$ cat src/rtl/burst_master_port.sv
// burst_master_port
//   Master-side port of a multi-lane serial bus. Takes one request per
//   handshake from the master device and runs a burst of 1..MAX_BURST words.
//   Each request sends the slave-select field. It then waits for the address
//   decoder ack, with a bounded number of re-requests. Next it sends the
//   memory address and the burst length. Last comes the data phase: it
//   serialises write words or collects read words. Every field goes LSB-first,
//   LANE_WIDTH bits per beat.
// Ports
//   clk, rst          clock, synchronous active-high reset
//   dwdata/dwack      write word from master; dwack pulses when a word is latched
//   drdata/drvalid    read word to master; drvalid pulses when drdata is fresh
//   daddr/dlen/dmode  start address, burst length-1, 0=read 1=write
//   dvalid/dready     request handshake (dready high only in IDLE)
//   derr              pulse when a request is aborted after all retries
//   mrdata/svalid     serial read beat from slave and its valid
//   mwdata/mvalid     serial select/address/write beat and its valid
//   mmode             latched transfer mode
//   ack               address decoder acknowledge
//   mbreq/mbgrant     bus request / grant
//   msplit            slave split during a read
module burst_master_port #(
  parameter  int ADDR_WIDTH           = 16,
  parameter  int DATA_WIDTH           = 8,
  parameter  int SLAVE_MEM_ADDR_WIDTH = 12,
  parameter  int LANE_WIDTH           = 1,
  parameter  int MAX_BURST            = 16,
  parameter  int TIMEOUT_TIME         = 5,
  parameter  int MAX_RETRY            = 2,
  localparam int BURST_W              = $clog2(MAX_BURST)
) (
  input  logic                  clk,
  input  logic                  rst,
  input  logic [DATA_WIDTH-1:0] dwdata,
  output logic [DATA_WIDTH-1:0] drdata,
  input  logic [ADDR_WIDTH-1:0] daddr,
  input  logic [BURST_W-1:0]    dlen,
  input  logic                  dmode,
  input  logic                  dvalid,
  output logic                  dready,
  output logic                  dwack,
  output logic                  drvalid,
  output logic                  derr,
  input  logic [LANE_WIDTH-1:0] mrdata,
  output logic [LANE_WIDTH-1:0] mwdata,
  output logic                  mmode,
  output logic                  mvalid,
  input  logic                  svalid,
  input  logic                  ack,
  output logic                  mbreq,
  input  logic                  mbgrant,
  input  logic                  msplit
);

  localparam int SEL_W      = ADDR_WIDTH - SLAVE_MEM_ADDR_WIDTH;
  localparam int AL_W       = SLAVE_MEM_ADDR_WIDTH + BURST_W;
  localparam int SH_A       = (AL_W > DATA_WIDTH) ? AL_W : DATA_WIDTH;
  localparam int SH_W       = (SEL_W > SH_A) ? SEL_W : SH_A;
  localparam int SEL_BEATS  = SEL_W / LANE_WIDTH;
  localparam int AL_BEATS   = AL_W / LANE_WIDTH;
  localparam int DATA_BEATS = DATA_WIDTH / LANE_WIDTH;
  localparam int BEAT_W     = $clog2(SH_W / LANE_WIDTH + 1);
  localparam int TO_W       = $clog2(TIMEOUT_TIME + 1);
  localparam int RT_W       = $clog2(MAX_RETRY + 2);

  typedef enum logic [2:0] {
    S_IDLE, S_REQ, S_SADDR, S_WAIT, S_ADDR, S_WDATA, S_RDATA, S_SPLIT
  } state_t;

  state_t                  state;
  logic [SH_W-1:0]         shreg;
  logic [BEAT_W-1:0]       beat;
  logic [BURST_W-1:0]      wcnt;
  logic [BURST_W-1:0]      len_q;
  logic [ADDR_WIDTH-1:0]   addr_q;
  logic [DATA_WIDTH-1:0]   word_q;
  logic [DATA_WIDTH-1:0]   rsr;
  logic [TO_W-1:0]         tcnt;
  logic [RT_W-1:0]         retry;

  // The outgoing beat is always the low lane of the shift register.
  assign mwdata = shreg[LANE_WIDTH-1:0];

  // Read words arrive LSB-first: new lanes enter at the top and move down.
  function automatic logic [DATA_WIDTH-1:0] rd_shift(input logic [DATA_WIDTH-1:0] cur,
                                                     input logic [LANE_WIDTH-1:0] lane);
    return (cur >> LANE_WIDTH) | (DATA_WIDTH'(lane) << (DATA_WIDTH - LANE_WIDTH));
  endfunction

  // Address fields are taken from addr_q, not shifted in place. A retry can
  // then resend the slave-select field unchanged.
  always_ff @(posedge clk) begin
    if (rst) begin
      state   <= S_IDLE;
      shreg   <= '0;
      beat    <= '0;
      wcnt    <= '0;
      tcnt    <= '0;
      retry   <= '0;
      drdata  <= '0;
      dready  <= 1'b1;
      dwack   <= 1'b0;
      drvalid <= 1'b0;
      derr    <= 1'b0;
      mmode   <= 1'b0;
      mvalid  <= 1'b0;
      mbreq   <= 1'b0;
    end else begin
      dwack   <= 1'b0;
      drvalid <= 1'b0;
      derr    <= 1'b0;
      case (state)
        S_IDLE: begin
          if (dvalid) begin
            addr_q <= daddr;
            len_q  <= dlen;
            word_q <= dwdata;
            mmode  <= dmode;
            dwack  <= dmode;
            retry  <= '0;
            dready <= 1'b0;
            mbreq  <= 1'b1;
            state  <= S_REQ;
          end
        end
        S_REQ: begin
          if (mbgrant) begin
            shreg  <= SH_W'(addr_q[ADDR_WIDTH-1 -: SEL_W]);
            beat   <= '0;
            mvalid <= 1'b1;
            state  <= S_SADDR;
          end
        end
        S_SADDR: begin
          if (beat == BEAT_W'(SEL_BEATS - 1)) begin
            mvalid <= 1'b0;
            tcnt   <= '0;
            state  <= S_WAIT;
          end else begin
            shreg <= shreg >> LANE_WIDTH;
            beat  <= beat + BEAT_W'(1);
          end
        end
        S_WAIT: begin
          tcnt <= tcnt + TO_W'(1);
          // ack is checked first, so an ack in the last WAIT cycle still wins.
          if (ack) begin
            shreg  <= SH_W'({len_q, addr_q[SLAVE_MEM_ADDR_WIDTH-1:0]});
            beat   <= '0;
            mvalid <= 1'b1;
            state  <= S_ADDR;
          end else if (tcnt == TO_W'(TIMEOUT_TIME - 1)) begin
            if (retry < RT_W'(MAX_RETRY)) begin
              retry <= retry + RT_W'(1);
              state <= S_REQ;
            end else begin
              derr   <= 1'b1;
              dready <= 1'b1;
              mbreq  <= 1'b0;
              state  <= S_IDLE;
            end
          end
        end
        S_ADDR: begin
          if (beat == BEAT_W'(AL_BEATS - 1)) begin
            beat <= '0;
            wcnt <= '0;
            if (mmode) begin
              shreg <= SH_W'(word_q);
              state <= S_WDATA;
            end else begin
              mvalid <= 1'b0;
              state  <= S_RDATA;
            end
          end else begin
            shreg <= shreg >> LANE_WIDTH;
            beat  <= beat + BEAT_W'(1);
          end
        end
        S_WDATA: begin
          if (beat == BEAT_W'(DATA_BEATS - 1)) begin
            beat <= '0;
            if (wcnt == len_q) begin
              mvalid <= 1'b0;
              dready <= 1'b1;
              mbreq  <= 1'b0;
              state  <= S_IDLE;
            end else begin
              // Load the next word on the last beat so the stream has no gap.
              wcnt  <= wcnt + BURST_W'(1);
              shreg <= SH_W'(dwdata);
              dwack <= 1'b1;
            end
          end else begin
            shreg <= shreg >> LANE_WIDTH;
            beat  <= beat + BEAT_W'(1);
          end
        end
        S_RDATA: begin
          // A split drops the beat offered in the same cycle. The slave resends it.
          if (msplit) begin
            state <= S_SPLIT;
          end else if (svalid) begin
            rsr <= rd_shift(rsr, mrdata);
            if (beat == BEAT_W'(DATA_BEATS - 1)) begin
              beat    <= '0;
              drdata  <= rd_shift(rsr, mrdata);
              drvalid <= 1'b1;
              if (wcnt == len_q) begin
                dready <= 1'b1;
                mbreq  <= 1'b0;
                state  <= S_IDLE;
              end else begin
                wcnt <= wcnt + BURST_W'(1);
              end
            end else begin
              beat <= beat + BEAT_W'(1);
            end
          end
        end
        S_SPLIT: begin
          if (!msplit && mbgrant) state <= S_RDATA;
        end
        default: begin
          mvalid <= 1'b0;
          dready <= 1'b1;
          mbreq  <= 1'b0;
          state  <= S_IDLE;
        end
      endcase
    end
  end

endmodule

$ cat config.mk
export PLATFORM = sky130hd
export DESIGN_NAME = burst_master_port
export DESIGN_NICKNAME = d
export VERILOG_FILES = /design/src/rtl/burst_master_port.sv
export SDC_FILE = /design/constraint.sdc
export NUM_CORES = 1
export LEC_CHECK = 0
export ABC_AREA = 1
export CAP_MARGIN = 20
export CORE_ASPECT_RATIO = 0.75
export CORE_MARGIN = 2
export CORE_UTILIZATION = 35
export CTS_BUF_LIST = sky130_fd_sc_hd__clkbuf_8 sky130_fd_sc_hd__clkbuf_16
export DETAILED_ROUTE_END_ITERATION = 10
export GPL_TIMING_DRIVEN = 0
export PLACE_DENSITY = 0.58
export SYNTH_ARGS = -nofsm -noshare
export SYNTH_HDL_FRONTEND = slang
export SYNTH_SLANG_ARGS = --single-unit
$ cat constraint.sdc
create_clock -name clk -period 6.3 [get_ports clk]
set_input_delay 0.63 -clock clk [delete_from_list [all_inputs] [get_ports clk]]
set_output_delay 0.63 -clock clk [all_outputs]
set_load 0.005 [all_outputs]
### Yosys cells after proc, flatten, opt, wreduce, memory -nomap -nowiden

Cells that the tools add are included.

| cells by class | value |
|---|---|
| $add $sub $neg | 4 |
| magnitude comparators | 1 |
| equal/unequal tests | 32 |
| muxes and demuxes | 75 |
| bitwise gates (word level) | 7 |
| reduce and logical (&&, ||, !) cells | 23 |

Operator list:

| operator | number |
|---|---|
| 16-bit 2-to-1 mux | 7 |
| 16-bit case mux with 5 select lines | 1 |
| 3-bit 2-to-1 mux | 12 |
| 5-bit 2-to-1 mux | 7 |
| 2-bit != test (second input constant) | 16 |
| 5-bit case mux with 6 select lines | 1 |
| 1-bit 2-to-1 mux | 29 |
| 3-bit case mux with 8 select lines | 1 |
| 4-bit 2-to-1 mux | 5 |
| 3-bit equality test (second input constant) | 5 |
| 7-bit AND reduction | 2 |
| 3-bit != test (second input constant) | 4 |
| 4-bit case mux with 3 select lines | 1 |
| 4-bit AND reduction | 3 |
| 6-bit AND reduction | 2 |
| 2-bit 2-to-1 mux | 5 |
| 7-bit by 8-bit OR with 8-bit output | 1 |
| 1-bit case mux with 4 select lines | 2 |
| 8-bit AND reduction | 1 |
| 4-bit OR reduction | 2 |
| 3-bit by 2-bit equality test with 1-bit output (second input constant) | 2 |
| 1-bit inverter | 6 |
| 3-bit case mux with 2 select lines | 1 |
| 6-bit nonzero test | 1 |
| 23 further kinds | 25 |

| word-level totals | value |
|---|---|
| register bits after elaboration | 84 |
| input port bits | 37 |
| output and inout port bits | 16 |

### Depth between registers and ports, before layout

Gate-level depths: netlist (run 1).

| depth | value |
|---|---|
| depth after elaboration | 6 |
| gate-level depth with buffers | 15 |

### Worst setup path after synthesis (run 1)

No wires, ideal clock.

| timing | value |
|---|---|
| kind | reg2reg |
| from | register state[1] |
| to | register addr_q[0], enable pin |
| setup time | 0.413 ns |
| data arrival time | 2.133 ns |
| setup slack | 3.754 ns |
| cell stages (with the launch flop) | 8 |
| cell sequence | dfxtp_1 > buf_6 > nor2_2 > buf_6 > nand2_1 > nor2_1 > inv_1 > nor2_1 |

| on the way | value |
|---|---|
| longest elaborated chain between the ends | 2 |

RTL lines:

| item | RTL line | text |
|---|---|---|
| start, declared | 70 | `state_t state;` |
| start signal, assigned | 94 | `state <= S_IDLE;` |
| start signal, assigned | 123 | `state <= S_REQ;` |
| start signal, assigned | 131 | `state <= S_SADDR;` |
| 3-bit zero test | 112 | `case (state)` |
| 3-bit AND reduction (no line) | -- |  |
| end signal, assigned | 115 | `addr_q <= daddr;` |
| end, declared | 75 | `logic [ADDR_WIDTH-1:0] addr_q;` |

No other way between the ends.
A chain may end at the register's enable or synchronous reset.

### Final worst setup path (run 1)

| timing | value |
|---|---|
| from | register beat[0] |
| to | register wcnt[0] |

| on the way | value |
|---|---|
| longest elaborated chain between the ends | 5 |

RTL lines:

| item | RTL line | text |
|---|---|---|
| start, declared | 72 | `logic [BEAT_W-1:0] beat;` |
| start signal, assigned | 141 | `beat <= beat + BEAT_W'(1);` |
| start signal, assigned | 177 | `beat <= beat + BEAT_W'(1);` |
| start signal, assigned | 196 | `beat <= beat + BEAT_W'(1);` |
| 5-bit by 3-bit equality test with 1-bit output | 181, 205 |  |
| 4-bit 2-to-1 mux (3 in a row) | -- |  |
| 4-bit case mux with 3 select lines | -- |  |
| end signal, assigned | 190 | `wcnt <= wcnt + BURST_W'(1);` |
| end signal, assigned | 214 | `wcnt <= wcnt + BURST_W'(1);` |
| end, declared | 73 | `logic [BURST_W-1:0] wcnt;` |

Several ways; a longest one is shown, not always the timed one. The select of a mux whose other input is x is not followed.

==> results by group, run 1 <==
Status
  • Status: complete, no violations

Global route
  • Pin count of the biggest net entering global routing: 16
  • First-pass GRT wire length: 19500 µm
  • Vias in the first global route: between 3000 and 4000
  • Overall global routing resource usage: 0.187
  • Initial antenna violation count: 0
  • Overflow after GRT: 0

Floorplanning
  • CORE AREA: about 12000 µm²
  • Die X: around 130 µm
  • Die Footprint: between 10000 and 15000 µm²
  • Num rows: 35
  • Initial core utilization: 0.358
  • Die Y: 101 µm
  • # IOs: between 50 and 60

Clock network
  • Post-CTS setup buffer count: 0
  • Post-CTS Resized: 0
  • Clock Pin Slew Worst Setup and Hold Paths: approximately 0.060 ns
  • H-tree depth: 3
  • CTS sink cnt: 83
  • Worst skew pair latency: 0.35 ns
  • CTS tree: yes
  • CTS Hold Bufs: 0
  • Root Driver: clkbuf_16
  • Buffers from clock root to sink, at most: 2
  • CTS Buf Count: 9

Power and ir drop
  • Peak supply drop: 0.000133 V
  • Pleak: 2.20 nW
  • Power per cell area: between 200 and 300 nW/µm²

Layout
  • Most frequent cells in the layout: 173 x nand2_1, 89 x nor2_1, 59 x inv_1, 53 x nand3_1, 52 x clkdlybuf4s50_1
  • Commonest non-fill, non-tap cell in the layout: nand2_1
  • Layout cell share with drive strength beyond 1: 0.0837
  • N_diodes: 0
  • Nets: just over 700
  • Final core occ: 0.443
  • Area grow syn2layout: 23.7%

Route
  • Antenna-violating nets left: 0
  • Initial DRT Pass Iterations: 4
  • M1 WL: between 6000 and 7000 µm
  • Routed length on met3: slightly above 500 µm
  • DRC errors left: 0
  • Total length of routed wires: about 12000 µm
  • Drt wl/cell: ~14 µm
  • Met2 WL: just over 5000 µm
  • Via count: roughly 4000
  • Initial drt markers: about 330
  • DR vias/cell: 4.83
  • DR top layer: met4

Critical path
  • Critical R2R Launch: beat[0]
  • Worst EP arrival: about 2.7 ns
  • Req. time, crit path: approximately 6.5 ns
  • Reg2reg end: wcnt[0]
  • CP endpoint kind: register
  • CP Class: register to register
  • Startpoint types: register
  • Reg2Reg Setup Slack: approximately 3.8 ns
  • Reg2Reg Depth: 12
  • Crit path max fanout: 10

Worst hold path
  • Worst min path class: register to register
  • Min-delay src: rsr[6]
  • Hold Path Stages: 0
  • WHS Endpoint: rsr[5]

Synth
  • Syn Nets: ~650
  • Seq cells post-synth: slightly above 80
  • Mean area per synthesized cell: 7.33 µm²
  • Netlist cell types: 32
  • Syn Inst Count: 600
  • Syn Std Cell Area: approximately 4400 µm²
  • Synth Warn #: 0
  • Sequential area share after synthesis: 0.458

STA
  • Final hold vios: 0
  • Unrepaired setup endpoints after global routing: false
  • Final Slew Violations: 0
  • Period Utilization, post-route: 0.397
  • Fin crit period: 2.50 ns
  • Final Skew: 0.00736 ns
  • Setup TNS: 0 ns
  • Max Freq: ~400 MHz
  • Slew margin rel.: 0.265
  • Worst-margin pin slew: approximately 1.1 ns
  • Final setup violation count: 0

Place
  • Port Buffer Count: between 50 and 60
  • DP HPWL: about 9000 µm
  • Routability cong.: about 0.9

Flow run
  • Max Cap Viol: 0
==> power breakdown <==
| group | switching (W) | total [W] | leakage (nW) | internal, W |
|---|---|---|---|---|
| Combinational | 0.000140 | 0.000230 | 1.35 | 0.0000902 |
| Sequential | 0.0000205 | 0.000615 | 0.712 | 0.000594 |
| Clock | 0.000230 | 0.000523 | 0.140 | 0.000294 |
==> flip-flops by register name, indices dropped and copies added (netlist names) <==
name,count
addr_q,16
wcnt,4
shreg,16
drvalid,1
derr,1
beat,5
mvalid,1
retry,2
dwack,1
tcnt,3
mmode,1
state,3
mbreq,1
len_q,4
drdata,8
word_q,8
dready,1
rsr,7
==> cells by family after synthesis <==
logic type      count (synthesis)  synth area share
simple gates                  354             0.348
buf+inv                        84            0.0837
flops                          83             0.458
compound gates                 68            0.0806
fa+ha+maj                       9            0.0256
xor+xnor                        2           0.00399
==> worst max-delay path, cell delays in order, from the launching register on <==
cell and delay, ns:
dfxtp_1 0.36, ha_1 0.23, nand2_1 0.09, nor2_1 0.13, ha_1 0.15, buf_2 0.23, inv_1 0.14, nand3_1 0.21
inv_1 0.09, nor2_1 0.37, nand2_1 0.19, nand2_1 0.09, a21oi_1 0.06
==> final cells by class <==
cell class | count | area (µm²)
Timing Repair Buffer | 53 | 536
Buffer | 21 | 131
Clock buffer | 10 | 250
Tap cell | 166 | 208
Multi-Input combinational cell | 433 | 2020
Inverter | 63 | 236
Fill cell | 1250 | 6820
Sequential cell | 83 | 2010
Clock inverter | 6 | 46.3
==> cells in the mapped netlist <==
library cell / n / area, µm²
o21ai_0: 28 / 140
o21ai_2: 1 / 8.76
a211oi_1: 2 / 15.0
nor3_4: 1 / 16.3
or2_2: 5 / 31.3
buf_6: 4 / 45.0
nor2_1: 90 / 338
a21oi_1: 33 / 165
buf_2: 8 / 40.0
clkbuf_2: 1 / 5.00
inv_1: 58 / 218
nor2_4: 5 / 56.3
nand3_1: 53 / 265
nand2_1: 173 / 649
nor4_1: 1 / 6.26
inv_2: 3 / 11.3
o21bai_1: 2 / 15.0
ha_1: 9 / 113
nand3_2: 1 / 10.0
edfxtp_1: 35 / 1050
xnor2_1: 1 / 8.76
clkinv_1: 2 / 7.51
nand2_2: 2 / 12.5
nor2_2: 5 / 31.3
xor2_1: 1 / 8.76
clkbuf_1: 5 / 18.8
nand4_1: 10 / 62.6
nor3_1: 3 / 15.0
nand3b_1: 5 / 37.5
o21ai_1: 2 / 10.0
dfxtp_1: 48 / 961
buf_4: 3 / 22.5
==> how the worst max path moves through the flow <==
stage                         from   endpoint  slack [ns]  cells past startpoint
final                      beat[0]    wcnt[0]        3.80                     12
after global routing       beat[0]    wcnt[0]        3.54                     12
after CTS                  beat[0]  shreg[14]        3.81                     13
after detailed placement       rst     rsr[6]        3.51                      3
after global placement      dvalid  addr_q[6]        2.57                      5
after floorplan           state[1]  addr_q[0]        3.75                      7
==> per-layer routing <==
| layer | up-vias | GRT usage |
|---|---|---|
| met5 | - | 0 |
| met4 | 0 | 0.0696 |
| li1 | 2063 | - |
| met1 | 1870 | 0.265 |
| met3 | 9 | 0.0367 |
| met2 | 93 | 0.284 |
==> per-stage QoR <==
step / setup WS (ns) / power, W / area (µm²) / hold WS (ns) / instances
6_report: 3.80 / 0.00137 / 5440 / 0.454 / 835
2_1_floorplan: 3.75 / 0.000763 / 4400 / 0.427 / 600
4_1_cts: 3.81 / 0.00138 / 5440 / 0.454 / 835
5_1_grt: 3.54 / 0.00143 / 5440 / 0.464 / 835
3_3_place_gp: 2.57 / 0.000850 / 5120 / 0.430 / 818
3_5_place_dp: 3.51 / 0.000855 / 5140 / 0.438 / 819
Power figures use the tool's default switching activity.
==> run 2: changes to the inputs <==
- clock period: 6.3 -> 2.48 ns (I/O delays scaled with it)
==> results by group, run 2 (synthesis gave the netlist of run 1 again) <==
Status
  • Status: complete, no violations (unchanged)

Power and ir drop
  • Sequential fraction of design power: 0.448 (was 0.449)
  • Int Power: 0.00252 W (was 0.000978 W)
  • Total power: 0.00348 W (was 0.00137 W)
  • Clock share of power: 0.380 (was 0.383)
  • Power per cell area: 638 nW/µm² (was 252 nW/µm²)
  • P_sw: 0.000966 W (was 0.000390 W)
  • Pleak: 2.21 nW (was 2.20 nW)
  • Peak supply drop: 0.000381 V (was 0.000133 V)
  • Gate power share: 0.172 (was 0.168)
  • Net Sw Frac: 0.277 (was 0.285)

Clock network
  • H-tree depth: 3 (unchanged)
  • CTS Hold Bufs: 0 (unchanged)
  • Buffers from clock root to sink, at most: 2 (unchanged)
  • CTS Buf Count: 9 (unchanged)
  • Worst skew pair latency: 0.34 ns (was 0.35 ns)
  • Root Driver: clkbuf_16 (unchanged)
  • CTS sink cnt: 83 (unchanged)
  • Clock Pin Slew Worst Setup and Hold Paths: 0.06 ns (about the same)
  • CTS tree: yes (unchanged)

Critical path
  • Reg2Reg Setup Slack: 0.17 ns (was 3.80 ns)
  • Worst EP arrival: 2.55 ns (was 2.71 ns)
  • Startpoint types: register (unchanged)
  • Reg2Reg Depth: 14 (was 12)
  • CP Class: register to register (unchanged)
  • Crit path max fanout: 10 (unchanged)
  • CP endpoint kind: register (unchanged)
  • Req. time, crit path: 2.72 ns (was 6.50 ns)

STA
  • Final setup violation count: 0 (unchanged)
  • Max Freq: 432 MHz (was 400 MHz)
  • Final Skew: 0.00405 ns (was 0.00736 ns)
  • Worst-margin pin slew: 1.06 ns (was 1.09 ns)
  • Final setup margin: 0.166 ns (was 3.80 ns)
  • Unrepaired setup endpoints after global routing: true (was false)
  • Setup TNS: 0 ns (unchanged)
  • Final hold vios: 0 (unchanged)
  • Fin crit period: 2.31 ns (was 2.50 ns)
  • Period Utilization, post-route: 0.933 (was 0.397)
  • Slew margin rel.: 0.285 (was 0.265)
  • Final Slew Violations: 0 (unchanged)

Floorplanning
  • CORE AREA: 12300 µm² (unchanged)
  • Die X: 133 µm (unchanged)
  • Die Footprint: 13500 µm² (unchanged)
  • Num rows: 35 (unchanged)
  • Initial core utilization: 0.358 (unchanged)
  • # IOs: 53 (unchanged)
  • Die Y: 101 µm (unchanged)

Route
  • Initial DRT Pass Iterations: 5 (was 4)
  • Drt wl/cell: 14.5 µm (was 14.3 µm)
  • Total length of routed wires: 12100 µm (was 12000 µm)
  • Antenna-violating nets left: 0 (unchanged)
  • Initial drt markers: 227 (was 325)
  • DRC errors left: 0 (unchanged)
  • DR vias/cell: 4.88 (was 4.83)
  • Via count: 4076 (was 4035)

Place
  • Port Buffer Count: 52 (unchanged)
  • Pre-CTS setup slack: -0.0220 ns (was 3.51 ns)
  • Routability cong.: 0.913 (was 0.900)
  • DP HPWL: 8920 µm (was 8870 µm)

Layout
  • Commonest non-fill, non-tap cell in the layout: nand2_1 (unchanged)
  • N_diodes: 0 (unchanged)
  • Biggest regs: addr_q: 16 flops, shreg: 16 flops (unchanged)
  • Area grow syn2layout: 24.2% (was 23.7%)
  • Fillers: 1250 (unchanged)
  • Nets: 710 (unchanged)
  • Most frequent cells in the layout: 173 x nand2_1, 87 x nor2_1, 61 x inv_1, 53 x nand3_1, 52 x clkdlybuf4s50_1 (was 173 x nand2_1, 89 x nor2_1, 59 x inv_1, 53 x nand3_1, 52 x clkdlybuf4s50_1)
  • Layout cell share with drive strength beyond 1: 0.0867 (was 0.0837)

Global route
  • Pin count of the biggest net entering global routing: 16 (unchanged)
  • Overflow after GRT: 0 (unchanged)
  • Overall global routing resource usage: 0.187 (about the same)
  • Initial antenna violation count: 0 (unchanged)
  • First-pass GRT wire length: 19500 µm (about the same)
  • Vias in the first global route: 3723 (was 3899)

Flow run
  • Max Cap Viol: 0 (unchanged)

Worst hold path
  • Worst min path class: register to register (unchanged)
  • Hold Path Stages: 0 (unchanged)
[run 2: area by class of cell]
cell class / count / area (µm²) / area share
inverters: 63 / 236 / 0.0433
flip-flops and latches: 83 / 2010 / 0.369
clock inverters: 7 / 62.6 / 0.0115
clock buffers: 9 / 225 / 0.0412
repair buffers: 53 / 536 / 0.0981
plain buffers: 21 / 141 / 0.0259
multi-input cells: 433 / 2040 / 0.373
well taps: 166 / 208 / 0.0380
[run 2: metrics by stage]
step           hold slack [ns]  utilization  area (µm²)  cells
2_1_floorplan            0.347            -        4400    600
3_3_place_gp             0.430        0.418        5130    818
3_5_place_dp             0.434        0.419        5140    819
4_1_cts                  0.446        0.443        5430    835
5_1_grt                  0.443        0.445        5460    835
6_report                 0.447        0.445        5460    835
[run 2: worst paths after layout]
check | end | from
worst max-delay path | shreg[3] | beat[1]
worst min-delay path | rsr[3] | rsr[4]
worst max register to register | shreg[3] | beat[1]
worst min register to register | rsr[3] | rsr[4]
[run 2: repair_timing]
action                                  CTS  global route
gates resized for setup                   2             7
endpoints found under the hold margin     0             0
endpoints found under the setup margin    7            38
buffers inserted                          0             0
[run 2: power by group through the flow]
stage	registers (W)	clock network (W)	logic (W)
floorplan	0.00158	0	0.000358
global placement	0.00159	0	0.000576
detailed placement	0.00159	0	0.000584
CTS	0.00156	0.00135	0.000586
global route	0.00157	0.00141	0.000668
finish	0.00156	0.00132	0.000601
[run 2: critical path, cell delays in order (launching register included)]
cell     delay (ns)
dfxtp_1        0.36
ha_2           0.22
nand2_1        0.08
nor2_2         0.12
ha_1           0.17
buf_6          0.15
inv_1          0.11
or2_2          0.29
nor2_2         0.13
nor2_4         0.07
nand2_1        0.11
nor2_4         0.08
buf_6          0.15
o21ai_1        0.12
nor2_1         0.06
[run 2: per-layer routing]
layer,global-route usage,vias up,share of wire
met2,0.280,79,0.42
li1,-,2060,-
met3,0.0372,15,0.033
met5,0,-,0
met1,0.273,1922,0.53
met4,0.0597,0,0.016
